$ cat src/rtl/input_k_sequencer.sv
`default_nettype none
// ============================================================================
// Module   : input_k_sequencer
// Brief    : Sequences inference runs of the NN core. Drives the input-k
//            generator selector from debounced switches (manual) or a 0..7
//            scan (auto), launches the core with latched (k1, k2), waits for
//            completion with a timeout, then captures and classifies the result.
// Revision : 1.0 - initial release
// ============================================================================
module input_k_sequencer #(
    parameter int DB_CYCLES      = 1000000,
    parameter int DWELL_CYCLES   = 50000000,
    parameter int TIMEOUT_CYCLES = 1024
) (
    input  logic        clk,
    input  logic        rst_n,
    input  logic [3:0]  sw,
    input  logic        auto_mode,
    output logic [3:0]  sel,
    input  logic [15:0] gen_k1,
    input  logic [15:0] gen_k2,
    output logic [15:0] k1,
    output logic [15:0] k2,
    output logic        nn_start,
    input  logic        nn_done,
    input  logic [15:0] nn_result,
    output logic [15:0] result,
    output logic        result_valid,
    output logic        class_out,
    output logic        timeout_err,
    output logic        busy
);

    localparam logic [31:0] c_DB_LAST    = 32'(DB_CYCLES - 1);
    localparam logic [31:0] c_DWELL_LAST = 32'(DWELL_CYCLES - 1);
    localparam logic [31:0] c_TO_LAST    = 32'(TIMEOUT_CYCLES - 1);
    localparam logic [31:0] c_SETTLE_LAST = 32'd1;
    localparam logic [15:0] c_CLASS_THR  = 16'h0200;

    typedef enum logic [2:0] {
        S_IDLE    = 3'd0,
        S_SETTLE  = 3'd1,
        S_START   = 3'd2,
        S_WAIT    = 3'd3,
        S_CAPTURE = 3'd4,
        S_DWELL   = 3'd5
    } state_t;

    state_t      r_state;
    state_t      w_state_nxt;

    logic [3:0]  r_sw_meta;
    logic [3:0]  r_sw_sync;
    logic [3:0]  r_sw_cand;
    logic [3:0]  r_sw_stable;
    logic        r_sw_event;
    logic [31:0] r_db_cnt;

    logic [31:0] r_cnt;
    logic        r_auto;
    logic [2:0]  r_scan;
    logic [3:0]  r_sel;
    logic [15:0] r_k1;
    logic [15:0] r_k2;
    logic [15:0] r_result;
    logic        r_result_valid;
    logic        r_class;
    logic        r_timeout_err;
    logic        r_busy;

    logic        w_launch;
    logic        w_capture;
    logic        w_timeout;
    logic        w_dwell_done;

    // Two-flop synchronizer for the asynchronous slide switches
    always_ff @(posedge clk or negedge rst_n) begin
        if (!rst_n) begin
            r_sw_meta <= 4'd0;
            r_sw_sync <= 4'd0;
        end else begin
            r_sw_meta <= sw;
            r_sw_sync <= r_sw_meta;
        end
    end

    // Debouncer: candidate must hold DB_CYCLES cycles before becoming stable
    always_ff @(posedge clk or negedge rst_n) begin
        if (!rst_n) begin
            r_sw_cand   <= 4'd0;
            r_sw_stable <= 4'd0;
            r_sw_event  <= 1'b0;
            r_db_cnt    <= 32'd0;
        end else if (r_sw_sync != r_sw_cand) begin
            r_sw_cand  <= r_sw_sync;
            r_db_cnt   <= 32'd0;
            r_sw_event <= 1'b0;
        end else if (r_db_cnt == c_DB_LAST) begin
            r_sw_event  <= (r_sw_stable != r_sw_cand);
            r_sw_stable <= r_sw_cand;
        end else begin
            r_db_cnt   <= r_db_cnt + 32'd1;
            r_sw_event <= 1'b0;
        end
    end

    // FSM state register
    always_ff @(posedge clk or negedge rst_n) begin
        if (!rst_n) begin
            r_state <= S_IDLE;
        end else begin
            r_state <= w_state_nxt;
        end
    end

    // Next-state decode and single-cycle strobes; nn_start decoded from state
    // so an asynchronous reset removes it immediately
    always_comb begin
        w_state_nxt  = r_state;
        w_launch     = 1'b0;
        w_capture    = 1'b0;
        w_timeout    = 1'b0;
        w_dwell_done = 1'b0;
        nn_start     = 1'b0;
        case (r_state)
            S_IDLE: begin
                if (auto_mode || r_sw_event) begin
                    w_launch    = 1'b1;
                    w_state_nxt = S_SETTLE;
                end
            end
            S_SETTLE: begin
                if (r_cnt == c_SETTLE_LAST) begin
                    w_state_nxt = S_START;
                end
            end
            S_START: begin
                nn_start    = 1'b1;
                w_state_nxt = S_WAIT;
            end
            S_WAIT: begin
                // completion wins over a timeout expiring in the same cycle
                if (nn_done) begin
                    w_capture   = 1'b1;
                    w_state_nxt = S_CAPTURE;
                end else if (r_cnt == c_TO_LAST) begin
                    w_timeout   = 1'b1;
                    w_state_nxt = r_auto ? S_DWELL : S_IDLE;
                end
            end
            S_CAPTURE: begin
                w_state_nxt = r_auto ? S_DWELL : S_IDLE;
            end
            S_DWELL: begin
                if (!auto_mode) begin
                    w_state_nxt = S_IDLE;
                end else if (r_cnt == c_DWELL_LAST) begin
                    w_dwell_done = 1'b1;
                    w_state_nxt  = S_IDLE;
                end
            end
            default: begin
                w_state_nxt = S_IDLE;
            end
        endcase
    end

    // Shared state timer: restarts on every state change, idle in IDLE
    always_ff @(posedge clk or negedge rst_n) begin
        if (!rst_n) begin
            r_cnt <= 32'd0;
        end else if ((r_state != w_state_nxt) || (r_state == S_IDLE)) begin
            r_cnt <= 32'd0;
        end else begin
            r_cnt <= r_cnt + 32'd1;
        end
    end

    // Run datapath: selector, operand latch, result capture and status
    always_ff @(posedge clk or negedge rst_n) begin
        if (!rst_n) begin
            r_auto         <= 1'b0;
            r_scan         <= 3'd0;
            r_sel          <= 4'd0;
            r_k1           <= 16'd0;
            r_k2           <= 16'd0;
            r_result       <= 16'd0;
            r_result_valid <= 1'b0;
            r_class        <= 1'b0;
            r_timeout_err  <= 1'b0;
            r_busy         <= 1'b0;
        end else begin
            r_result_valid <= 1'b0;
            r_busy         <= (w_state_nxt != S_IDLE);
            if (w_launch) begin
                r_auto <= auto_mode;
                r_sel  <= auto_mode ? {1'b0, r_scan} : r_sw_stable;
            end
            if (r_state == S_START) begin
                r_k1 <= gen_k1;
                r_k2 <= gen_k2;
            end
            if (w_capture) begin
                r_result       <= nn_result;
                r_class        <= (nn_result >= c_CLASS_THR);
                r_result_valid <= 1'b1;
                r_timeout_err  <= 1'b0;
            end
            if (w_timeout) begin
                r_timeout_err <= 1'b1;
            end
            if (w_dwell_done) begin
                r_scan <= r_scan + 3'd1;
            end
        end
    end

    assign sel          = r_sel;
    assign k1           = r_k1;
    assign k2           = r_k2;
    assign result       = r_result;
    assign result_valid = r_result_valid;
    assign class_out    = r_class;
    assign timeout_err  = r_timeout_err;
    assign busy         = r_busy;

endmodule
`default_nettype wire

$ cat config.mk
export PLATFORM = sky130hd
export DESIGN_NAME = input_k_sequencer
export DESIGN_NICKNAME = d
export VERILOG_FILES = /design/src/rtl/input_k_sequencer.sv
export SDC_FILE = /design/constraint.sdc
export NUM_CORES = 1
export LEC_CHECK = 0
export CAP_MARGIN = 20
export CORE_MARGIN = 2
export CORE_UTILIZATION = 45
export DETAILED_ROUTE_END_ITERATION = 12
export PLACE_DENSITY = 0.7
export SYNTH_ARGS = -nofsm -noshare
export SYNTH_HDL_FRONTEND = slang
export SYNTH_SLANG_ARGS = --single-unit
$ cat constraint.sdc
create_clock -name clk -period 2.2 [get_ports clk]
set_clock_uncertainty 0.05 [all_clocks]
set_input_delay 0.44 -clock clk [delete_from_list [all_inputs] [get_ports clk]]
set_output_delay 0.44 -clock clk [all_outputs]
set_load 0.01 [all_outputs]
### Word-level counts from Yosys, hierarchy flattened

Cells that the tools add are included.
W data, S select, Z words.

* register bits after elaboration: 144
* bits in latches: 0
* memory bits (writable): 0
* memory bits (read-only): 0
* input port bits: 56
* output and inout port bits: 57
* memories: 0

* add/sub/neg operators: 3
* multiply operators: 0
* divide/modulo/power cells: 0
* magnitude comparators: 1
* equality and inequality tests: 13
* shift operators: 0
* multiplexer cells: 28
* bitwise logic cells: 1
* reductions and logical operators: 6

Operators with widths (count)
* $mux W32: 3
* $add A32 B1 Y32 const B: 2
* $eq A32 B1 Y1 const B: 1
* $eq A32 B10 Y1 const B: 1
* $eq A32 B20 Y1 const B: 1
* $eq A32 B26 Y1 const B: 1
* $mux W3: 7
* $pmux W3 S6: 1
* $ge A16 B10 Y1 const B: 1
* $mux W1: 16
* $ne A4 B4 Y1: 2
* $eq A3 B2 Y1 const B: 2
* $eq A3 B3 Y1 const B: 2
* $mux W4: 1
* $add A3 B1 Y3 const B: 1
* $eq A3 B1 Y1 const B: 1
* $logic_not A3 Y1: 1
* $ne A3 B3 Y1: 1
* $reduce_bool A3 Y1: 1
* $logic_or A1 B1 Y1: 2
* $ne A2 B2 Y1 const B: 1
* $reduce_and A2 Y1: 1
* $reduce_bool A2 Y1: 1
* $not A1 Y1: 1

### Depth between registers and ports, before layout

* word-level depth: 7
* depth in mapped cells: 9
* depth with buffers taken out: 8

### Worst setup path after synthesis

No wires, ideal clock.

* kind: register to register
* start point: reg r_cnt[0]
* end point: reg r_busy, in the netlist busy
* setup time: 132 ps
* data arrival time: 1877 ps
* required time: 2018 ps
* path slack: 140 ps
* cell stages (with the launch flop): 9
* path buffers: 1
* cells stage by stage: dfrtp_1 -> ha_1 -> and3_1 -> clkbuf_1 -> nand3_1 -> nor4_4 -> nor3_2 -> or3_4 -> nand4b_4

* word-level cells in the longest chain between the ends: 5

Ends and longest elaborated chain
* start, declared: RTL line 59 `logic [31:0] r_cnt;`
* start signal, assigned: RTL line 175 `r_cnt <= r_cnt + 32'd1;`
* $eq A32 B26 Y1 / $eq A32 B10 Y1 (equally long branches): RTL line 157, 146
* $mux W3 (on tied branches): RTL line 157, 146
* $mux W3 (on tied branches): RTL line 155, 143
* $pmux W3 S6 (*): RTL line 125 `case (r_state)`
* net w_state_nxt[1]: RTL line 50 `state_t w_state_nxt;`
* $reduce_bool A3 Y1 (*): RTL line 194 `r_busy <= (w_state_nxt != S_IDLE);`
* end signal, assigned: RTL line 194
* end, declared: RTL line 69 `logic r_busy;`

Mark *: on every way through the listed nets, which the timed path passes. The rest lies on a longest branch.
A chain may end at the register's enable or synchronous reset.

### Worst setup path in the final report

* start point: reg r_cnt[12]
* end point: reg r_scan[1]

* word-level cells in the longest chain between the ends: 4

Ends and longest elaborated chain
* $eq A32 B26 Y1: RTL line 157 `end else if (r_cnt == c_DWELL_LAST) begin`
* $mux W1: RTL line 157
* $mux W1: RTL line 155 `if (!auto_mode) begin`
* $mux W1: RTL line 125
* end signal, assigned: RTL line 213 `r_scan <= r_scan + 3'd1;`
* end, declared: RTL line 61 `logic [2:0] r_scan;`

Every way passes these cells.

==> key figures <==
STA
  • Crit share post-route: 0.980
  • Relative slew slack: 0.717
  • Max Fclk: 464 MHz
  • Final Setup Violations: 0
  • RSZ-0062 raised after global routing: false
  • Actual slew at the worst max-slew pin: 425 ps
  • Pins over their slew limit: 0
  • Worst hold slack: 297 ps
  • Tmin final: 2160 ps
  • Final number of hold-violating endpoints: 0

Layout
  • Layout area overhead: 36.4%
  • Seq. cell area: 3610 um2
  • Fin nets: 770
  • Multi-input logic area: 2850 um2
  • Non-filler cells, final: 901
  • Filler cells: 1064
  • Commonest non-fill, non-tap cell in the layout: dfrtp_1
  • Commonest non-fill, non-tap cells in the layout: dfrtp_1 (138), clkdlybuf4s50_1 (110), nor2_1 (65), mux2_2 (53), xor2_1 (40)
  • Diode count: 0
  • Finished Core Util: 0.635
  • Layout cells sized above 1: 0.226

Yosys
  • Yosys cell types: 54
  • Syn avg cell area: 11.6 um2
  • Synthesized Nets: 620
  • EDFF count, synth: 0
  • Mapped Area: 6510 um2
  • Synth Area in Adders: 0.00769
  • Simple-Gate Fraction of Synth Area: 0.203
  • Synth Flop Type: dfrtp_1
  • Async SR Flop Fraction: 1.00
  • Yosys warns: 0
  • Largest family of logic cells by synthesized area: simple AND/OR/NAND/NOR gates
  • Register area share after synthesis: 0.554
  • Cells after Synth: 560
  • Register bit total from synthesis: 144
  • Complex-gate fraction of the synthesized area: 0.0334
  • Multiplexer area fraction after synthesis: 0.0932
  • Post-synthesis xor/xnor area fraction: 0.0875

Worst setup path
  • CP max FO: 6
  • FF-to-FF End: r_scan[1]$_DFFE_PN0P_
  • Type of origin of the critical path: register
  • Reg2Reg Launch Point: r_cnt[12]$_DFF_PN0_
  • Worst setup EP type: register
  • Max incr delay on CP: 410 ps
  • Worst Path Arrival: 2400 ps
  • Reg2Reg Depth: 7
  • Setup Crit Path Kind: register to register
  • Reg2Reg Setup Slack: 40 ps
  • Slowest-stage cell, CP: dfrtp_1
  • CP most frequent cell: buf_4
  • Worst-path cell chain: buf_4 > and4_2 > nand4_1 > nor4_4 > buf_4 > and2b_2 > mux2_2
  • Critical Path RT: 2450 ps
  • Cell family with most CP delay: simple AND/OR/NAND/NOR gates
  • CP bufs+invs: 2

Clocking
  • Max Root-Sink Buffers: 2
  • Clock slew at reported path FFs: 60 ps
  • TritonCTS clock tree: yes
  • H-Tree Depth: 4
  • Num CTS Buffers: 17
  • Worst-Skew Late Latency: 410 ps
  • Clock Root Buffer: clkbuf_16
  • # clock sinks: 144

Drt
  • ANT nets after route: 0
  • Vias per cell: 5.33
  • Routed WL: 14700 um
  • 1st-iter DRT viols: 321
  • DR pass1 iterations: 4
  • DRC: 0
  • Via count: 4803
  • Post-DR wirelength/cell: 16.3 um

Global route
  • GR Util All Layers: 0.200
  • Number of global-route vias before repair: 5075
  • Aggregate global routing overflow: 0
  • First-pass GRT wire length: 25200 um
  • Largest net degree at the start of global routing: 57
  • Antenna violations before repair: 0

Floorplan
  • Starting Density: 0.465
  • Die Footprint: 15400 um2
  • Row count: 43
  • DIE HEIGHT: 124 um
  • I/O pin count: 113
  • Core ar.: 14000 um2
  • Die width: 124 um

Placement
  • Count of input and output buffers: 112
  • Gpl congestion: 0.866
  • Placed Cells: 865
  • Dpl hpwl: 10200 um

Status
  • Run status: finished, final reports clean

Hold path
  • Worst Hold End: r_sw_sync[2]$_DFF_PN0_
  • Hold Crit Start: r_sw_meta[2]$_DFF_PN0_
  • Worst min path class: register to register
  • Worst Hold Path Cells: 0

Pwr
  • Peak supply drop: 884 uV
  • Leak: 3.74 nW
  • PD cells: 1140 nW/um2

Flow run
  • Max Cap Viol: 0
[per-layer routing]
layer | wire, um | GRT usage | share of wire | up-vias
met5 | 0 | 0 | 0 | -
met4 | 211 | 0.0608 | 0.014 | 0
met3 | 562 | 0.0503 | 0.038 | 21
met2 | 7530 | 0.338 | 0.51 | 107
met1 | 6360 | 0.254 | 0.43 | 2416
li1 | - | - | - | 2259
[worst reg2reg max path, stage by stage, from the launching register on]
cell and delay [ps]:
dfrtp_1 410, buf_4 170, and4_2 220, nand4_1 160, nor4_4 330, buf_4 170, and2b_2 190, mux2_2 340
[layout make-up]
type                            count  area share
Sequential cell                   144       0.407
Multi-Input combinational cell    388       0.321
Timing Repair Buffer              153       0.165
Clock buffer                       19      0.0499
Clock inverter                     11      0.0293
Tap cell                          180      0.0254
Inverter                            6     0.00254
[cell usage after synthesis (4+ instances only)]
cell	instances	area [um2]
and2_1	6	37.5
a31oi_1	5	31.3
nor2_1	65	244
and4_1	8	70.1
xnor2_1	25	219
or2_2	4	25.0
dfrtp_1	144	3600
nand2_1	22	82.6
ha_1	4	50.1
nor2b_1	7	43.8
nor3_1	16	80.1
nor4_1	9	56.3
inv_1	6	22.5
or3_1	7	43.8
nand3_1	23	115
nand4_1	21	131
clkbuf_1	12	45.0
mux2_2	53	597
xor2_1	40	350
buf_4	4	30.0
o21ai_0	12	60.1
a21oi_1	8	40.0
and3_1	13	81.3
[power by group]
| part | total, W | leakage [nW] | internal (W) | switching, W |
|---|---|---|---|---|
| logic | 0.00314 | 1.56 | 0.00181 | 0.00133 |
| registers | 0.00360 | 1.85 | 0.00323 | 0.000366 |
| clock network | 0.00342 | 0.335 | 0.00237 | 0.00105 |
| total | 0.0102 | 3.74 | 0.00740 | 0.00275 |
[flip-flops by register name, indices dropped and copies added (netlist names)]
register	flops
r_sw_meta	4
r_sw_event	1
timeout_err	1
class_out	1
r_scan	3
sel	4
k2	16
result	16
result_valid	1
r_db_cnt	32
busy	1
r_cnt	32
r_auto	1
r_state	3
r_sw_cand	4
r_sw_stable	4
k1	16
r_sw_sync	4
[metrics by stage]
stage | cell area, um2 | worst slack [ps] | total power (W) | TNS [ps]
2_1_floorplan | 6510 | 140 | 0.00512 | 0
3_3_place_gp | 8050 | -6.15 | 0.00664 | -6.15
3_5_place_dp | 8050 | -51.4 | 0.00674 | -838
4_1_cts | 8790 | 1.72 | 0.0102 | 0
5_1_grt | 8880 | 1.42 | 0.0107 | 0
6_report | 8880 | 44.7 | 0.0102 | 0
[worst max-delay path by stage]
stage | depth (start not counted) | slack, ps | endpoint | start
2_1_floorplan | 8 | 140 | busy$_DFF_PN0_ | r_cnt[0]$_DFF_PN0_
3_3_place_gp | 6 | -6 | r_scan[1]$_DFFE_PN0P_ | r_cnt[26]$_DFF_PN0_
3_5_place_dp | 7 | -50 | r_cnt[7]$_DFF_PN0_ | r_cnt[26]$_DFF_PN0_
4_1_cts | 8 | 2 | busy$_DFF_PN0_ | r_cnt[0]$_DFF_PN0_
5_1_grt | 7 | 1 | r_scan[1]$_DFFE_PN0P_ | r_cnt[12]$_DFF_PN0_
6_report | 7 | 40 | r_scan[1]$_DFFE_PN0P_ | r_cnt[12]$_DFF_PN0_
[logic make-up (layout without fill, tap and decap cells)]
family / after synthesis / after routing
muxes: 54 / 54
adders and majority gates: 4 / 4
xor gates and xnor gates: 65 / 65
and+or+nand+nor: 230 / 230
DFF: 144 / 144
AOI/OAI and AO/OA: 35 / 35
buffers and inverters: 28 / 189
[repair_timing]
action / in CTS / in global routing
setup buffers: 1 / 4
resized for setup: 7 / 15
cloned: 0 / 0
endpoints found under the setup margin: 34 / 39
hold buffers: 1 / 0
pin swaps: 1 / 9
hold endpoints to repair: 39 / 0
(Power assumes the default switching activity.)
==> edit 1 (config.mk and constraints unchanged) <==
Register the output `k1` once more, cleared by the reset; this adds one clock of latency there. The other outputs are not delayed to match.
--- a/src/rtl/input_k_sequencer.sv
+++ b/src/rtl/input_k_sequencer.sv
@@ -216,7 +216,13 @@
     end
 
     assign sel          = r_sel;
-    assign k1           = r_k1;
+    always_ff @(posedge clk or negedge rst_n) begin
+        if (!rst_n) begin
+            k1 <= '0;
+        end else begin
+            k1 <= r_k1;
+        end
+    end
     assign k2           = r_k2;
     assign result       = r_result;
     assign result_valid = r_result_valid;
Behaviour: not the same (a bounded check fails within 10 cycles, from zero or initial values and one cycle with rst_n low).
==> edit 1 against the original RTL <==
  * Power about the same
  * Critical endpoint is now r_cnt[3]
  * Core utilization is 1.1 points lower
  * Via count is 8.0% higher
  * Synthesized area rose by 5.1%
  * First-iteration DRC count fell by 10%
  * Wire length is 2.8% higher
  * Setup slack lost 0.15 ns
  * Final area increased by 5.6%
  * The flow now finishes with violations (setup timing)
  * Sequential cell count is 16 higher
==> edit 1: results (changes against the original RTL) <==
<table>
<tr><th>Metric</th><th>Value</th></tr>
<tr><th colspan="2">Placement</th></tr>
<tr><td>Pre-CTS worst setup slack</td><td>-0.1441 ns (-0.09267 ns)</td></tr>
<tr><th colspan="2">Status</th></tr>
<tr><td>Violations in the final reports</td><td>setup timing</td></tr>
<tr><td>Status</td><td>finished, violations left</td></tr>
<tr><th colspan="2">Final layout</th></tr>
<tr><td>Final-layout fill cell count</td><td>1145 (+7.6%)</td></tr>
<tr><td>Layout net count</td><td>861 (+12%)</td></tr>
<tr><td>Fraction of layout cells with a size suffix above 1</td><td>0.1978 (-0.02829)</td></tr>
<tr><th colspan="2">Setup path</th></tr>
<tr><td>Maximum fanout encountered on the critical timing path</td><td>16 (+10)</td></tr>
<tr><td>Maximum single-stage delay on the critical path</td><td>0.38 ns (-0.03 ns)</td></tr>
<tr><td>Length in cells of the worst reg-to-reg path</td><td>11 (+4)</td></tr>
<tr><td>Crit path arrival time</td><td>2.60 ns (+0.20 ns)</td></tr>
<tr><th colspan="2">Synthesis</th></tr>
<tr><td>Area fraction in compound gates after synthesis</td><td>0.03806 (+0.004612)</td></tr>
<tr><td>Synth unique cells</td><td>48 (-11%)</td></tr>
<tr><td>Most area-consuming cells after synthesis</td><td>dfrtp_1 59%, mux2_2 6.1%, xor2_1 5.1%</td></tr>
<tr><td>Fraction of the yosys area taken by sequential cells</td><td>0.5855 (+0.03191)</td></tr>
<tr><th colspan="2">Detailed routing</th></tr>
<tr><td>Met1 layer wirelength in the final routing</td><td>6337 µm (-0.39%)</td></tr>
<tr><td>WL met2</td><td>7486 µm (-0.56%)</td></tr>
<tr><td>Vias after detailed routing</td><td>5188 (+8.0%)</td></tr>
<tr><td>Wire length on met3</td><td>1158 µm (+110%)</td></tr>
<tr><td>Total wire length after detailed routing</td><td>15080 µm (+2.8%)</td></tr>
<tr><th colspan="2">STA</th></tr>
<tr><td>Worst Tran Pin Value</td><td>0.6177 ns (+0.1930 ns)</td></tr>
<tr><td>Final number of setup-violating endpoints</td><td>26 (+26)</td></tr>
<tr><td>Worst setup slack after layout</td><td>-0.1101 ns (-0.1548 ns)</td></tr>
<tr><th colspan="2">Min path</th></tr>
<tr><td>Start point of the worst hold path</td><td>r_sw_meta[1]</td></tr>
<tr><td>Hold path endpoint</td><td>r_sw_sync[1]</td></tr>
<tr><th colspan="2">Global route</th></tr>
<tr><td>Aggregate global-route resource usage</td><td>0.1969 (-0.002918)</td></tr>
<tr><td>Met1 GRT Util</td><td>0.2470 (-0.006905)</td></tr>
<tr><td>Number of global-route vias before repair</td><td>5373 (+5.9%)</td></tr>
<tr><td>GRT met3 Usage</td><td>0.08668 (+0.03643)</td></tr>
<tr><th colspan="2">Power</th></tr>
<tr><td>Leakage power total</td><td>4.034 nW (+7.8%)</td></tr>
</table>
## edit 1: cell type report
class | count | share of cell area
inverter | 8 | 0.003203
timing repair buffer | 182 | 0.1811
tap | 188 | 0.02509
sequential | 160 | 0.4272
multi-input combinational | 432 | 0.2996
clock buffer | 18 | 0.04578
clock inverter | 14 | 0.01802
## edit 1: per-stage QoR
stage	cell area (µm²)	utilization	hold WS (ns)	instances
after global routing	9375	0.6236	0.3137	1002
after floorplan	6844	-	0.09441	624
after CTS	9331	0.6207	0.3001	999
final	9375	0.6236	0.3033	1002
after detailed placement	8588	0.5713	0.2847	957
after global placement	8588	0.5713	0.2824	957
## edit 1: worst register-to-register path, delay by kind of cell, from the launching register on
family / cells / cell delay, ns
fa+ha+maj: 1 / 0.16
simple gates: 4 / 0.70
buf+inv: 4 / 0.55
compound gates: 2 / 0.39
flops: 1 / 0.38
## edit 1: how the worst max path moves through the flow
stage / startpoint / endpoint / slack (ns) / cells after the start
floorplan: r_cnt[20] / r_cnt[23] / 0.005 / 7
global placement: r_cnt[26] / busy / -0.07 / 7
detailed placement: r_cnt[1] / r_cnt[15] / -0.14 / 10
CTS: r_cnt[29] / r_cnt[15] / -0.08 / 9
global route: r_cnt[1] / r_cnt[3] / -0.20 / 11
finish: r_cnt[1] / r_cnt[3] / -0.11 / 11
## edit 1: power breakdown
part	leakage [nW]	switching [W]	total (W)	internal, W
clock network	0.293	0.00126	0.00298	0.00171
registers	2.06	0.000403	0.00405	0.00365
logic	1.68	0.00137	0.00313	0.00176
total	4.03	0.00303	0.0102	0.00712
## edit 1: repair_timing
item | in CTS | in global routing
endpoints found under the setup margin | 38 | 40
gates cloned | 1 | 0
hold endpoints to repair | 52 | 0
buffers inserted | 8 | 4
gates resized for setup | 13 | 9
pin swaps | 7 | 6
hold buffers | 1 | 0
==> edit 2 (config.mk and constraints unchanged) <==
Made on the original files. Change the parameter `TIMEOUT_CYCLES` from 1024 to 768.
--- a/src/rtl/input_k_sequencer.sv
+++ b/src/rtl/input_k_sequencer.sv
@@ -10,7 +10,7 @@
 module input_k_sequencer #(
     parameter int DB_CYCLES      = 1000000,
     parameter int DWELL_CYCLES   = 50000000,
-    parameter int TIMEOUT_CYCLES = 1024
+    parameter int TIMEOUT_CYCLES = 768
 ) (
     input  logic        clk,
     input  logic        rst_n,
Function: same outputs for any inputs over 10 cycles, from zero or initial values and one cycle with rst_n low; that may be too few to reach the edited logic, so the function may still have changed.
==> edit 2 against the original RTL <==
  * The run now ends with setup timing left
  * Synthesized area shrank 1.7%
  * Non-clock buffer count grew 12
  * Wire length grew 1.2%
  * Sequential cell count is the same
  * Final area shrank 1.3%
  * Setup slack lost 0.13 ns
  * Power shrank 8.9%
  * Final cell count grew 2.8%
  * Largest cell class unchanged
==> edit 2: results (changes against the original RTL) <==
<table>
<tr><th>Metric</th><th>Value</th></tr>
<tr><th colspan="2">Final layout</th></tr>
<tr><td>Final-layout fill cell count</td><td>1110 (+4.3%)</td></tr>
<tr><td>Final non-filler cell total</td><td>926 (+2.8%)</td></tr>
<tr><td>Fraction of layout cells with a size suffix above 1</td><td>0.2051 (-0.02098)</td></tr>
<tr><td>Layout net count</td><td>793 (+3.0%)</td></tr>
<tr><th colspan="2">Power</th></tr>
<tr><td>Maximum resistive drop on vdd</td><td>0.8225 mV (-6.9%)</td></tr>
<tr><th colspan="2">Detailed routing</th></tr>
<tr><td>Starting DRT DRC Count</td><td>266 (-17%)</td></tr>
<tr><td>Total wire length after detailed routing</td><td>14840 µm (+1.2%)</td></tr>
<tr><td>Drt via density</td><td>5.320 (-0.21%)</td></tr>
<tr><th colspan="2">Status</th></tr>
<tr><td>Violations in the final reports</td><td>setup timing</td></tr>
<tr><td>Status</td><td>finished, violations left</td></tr>
<tr><th colspan="2">Setup path</th></tr>
<tr><td>Launching point of the worst reg2reg path</td><td>r_cnt[1]</td></tr>
<tr><td>CP startpoint</td><td>r_cnt[1]</td></tr>
<tr><td>Length in cells of the worst reg-to-reg path</td><td>8 (+1)</td></tr>
<tr><td>End of the worst register-to-register path</td><td>busy</td></tr>
<tr><td>Maximum fanout encountered on the critical timing path</td><td>4 (-2)</td></tr>
<tr><td>Crit path arrival time</td><td>2.54 ns (+0.14 ns)</td></tr>
<tr><th colspan="2">Placement</th></tr>
<tr><td>Inst Count DP</td><td>892 (+3.1%)</td></tr>
<tr><td>Gp weighted congestion</td><td>0.9154 (+5.7%)</td></tr>
<tr><th colspan="2">STA</th></tr>
<tr><td>Worst rel slew slack</td><td>0.6170 (-0.09981)</td></tr>
<tr><td>Worst setup slack after layout</td><td>-0.08932 ns (-0.1340 ns)</td></tr>
<tr><td>Final number of setup-violating endpoints</td><td>1 (+1)</td></tr>
<tr><td>Hold Worst Slack</td><td>0.3009 ns (+0.004060 ns)</td></tr>
<tr><th colspan="2">Synthesis</th></tr>
<tr><td>Synth unique cells</td><td>40 (-26%)</td></tr>
<tr><td>Post-synth net total</td><td>631 (+1.8%)</td></tr>
<tr><td>Fraction of the yosys area taken by sequential cells</td><td>0.5629 (+0.009307)</td></tr>
<tr><td>Cells after Synth</td><td>571 (+2.0%)</td></tr>
<tr><th colspan="2">Global route</th></tr>
<tr><td>Maximum number of pins on one net before global-route repair</td><td>58 (+1.8%)</td></tr>
<tr><th colspan="2">Min path</th></tr>
<tr><td>Hold path endpoint</td><td>r_sw_sync[0]</td></tr>
</table>
## edit 2: cell count changes in the layout (fill, tap and decap cells not counted), sizes merged, moves of 4 or more
cell / delta
buf: +12
nor2: +10
inv: +9
nand2: +8
bufinv: -7
xnor2: +7
xor2: -6
nand4: -5
or2: -4
## edit 2: what timing repair did
item,CTS,global route
resized for setup,5,14
setup endpoints to repair,4,42
pin swaps,4,3
hold endpoints to repair,53,0
setup buffers,1,0
hold buffers,1,0
## edit 2: routing by layer
metal | vias up | routed length (µm) | GRT usage
met2 | 148 | 7254 | 0.3386
met3 | 15 | 1160 | 0.08487
met4 | 0 | 209 | 0.08097
li1 | 2320 | - | -
met1 | 2443 | 6216 | 0.2538
met5 | - | 0 | 0
## edit 2: power by group
part / total [W] / internal (W) / switching (W)
combinational: 0.00297 / 0.00170 / 0.00127
sequential: 0.00356 / 0.00322 / 0.000343
clock: 0.00272 / 0.00159 / 0.00113
## edit 2: critical path: stages, from the launching register on
cell	delay [ns]
dfrtp_1	0.39
ha_2	0.19
and3_4	0.20
nand4_1	0.13
buf_4	0.18
buf_4	0.13
nor4_2	0.23
o32ai_2	0.15
or4b_1	0.52
## edit 2: cell families after synthesis
kind of cell | Yosys count | share of synthesized area
AOI/OAI and AO/OA | 32 | 0.03128
adders and majority gates | 4 | 0.007819
and+or+nand+nor | 238 | 0.1935
DFF | 144 | 0.5629
muxes | 54 | 0.09480
xor gates and xnor gates | 66 | 0.09031
buffers and inverters | 33 | 0.01935
## edit 2: layout make-up
type,instances,area [µm²],share of cell area
tap,180,225.2,0.02572
clock inverter,11,106.4,0.01214
clock buffer,21,450.4,0.05144
inverter,11,41.29,0.004715
timing repair buffer,165,1567,0.1789
multi-input combinational,394,2764,0.3156
sequential,144,3603,0.4115
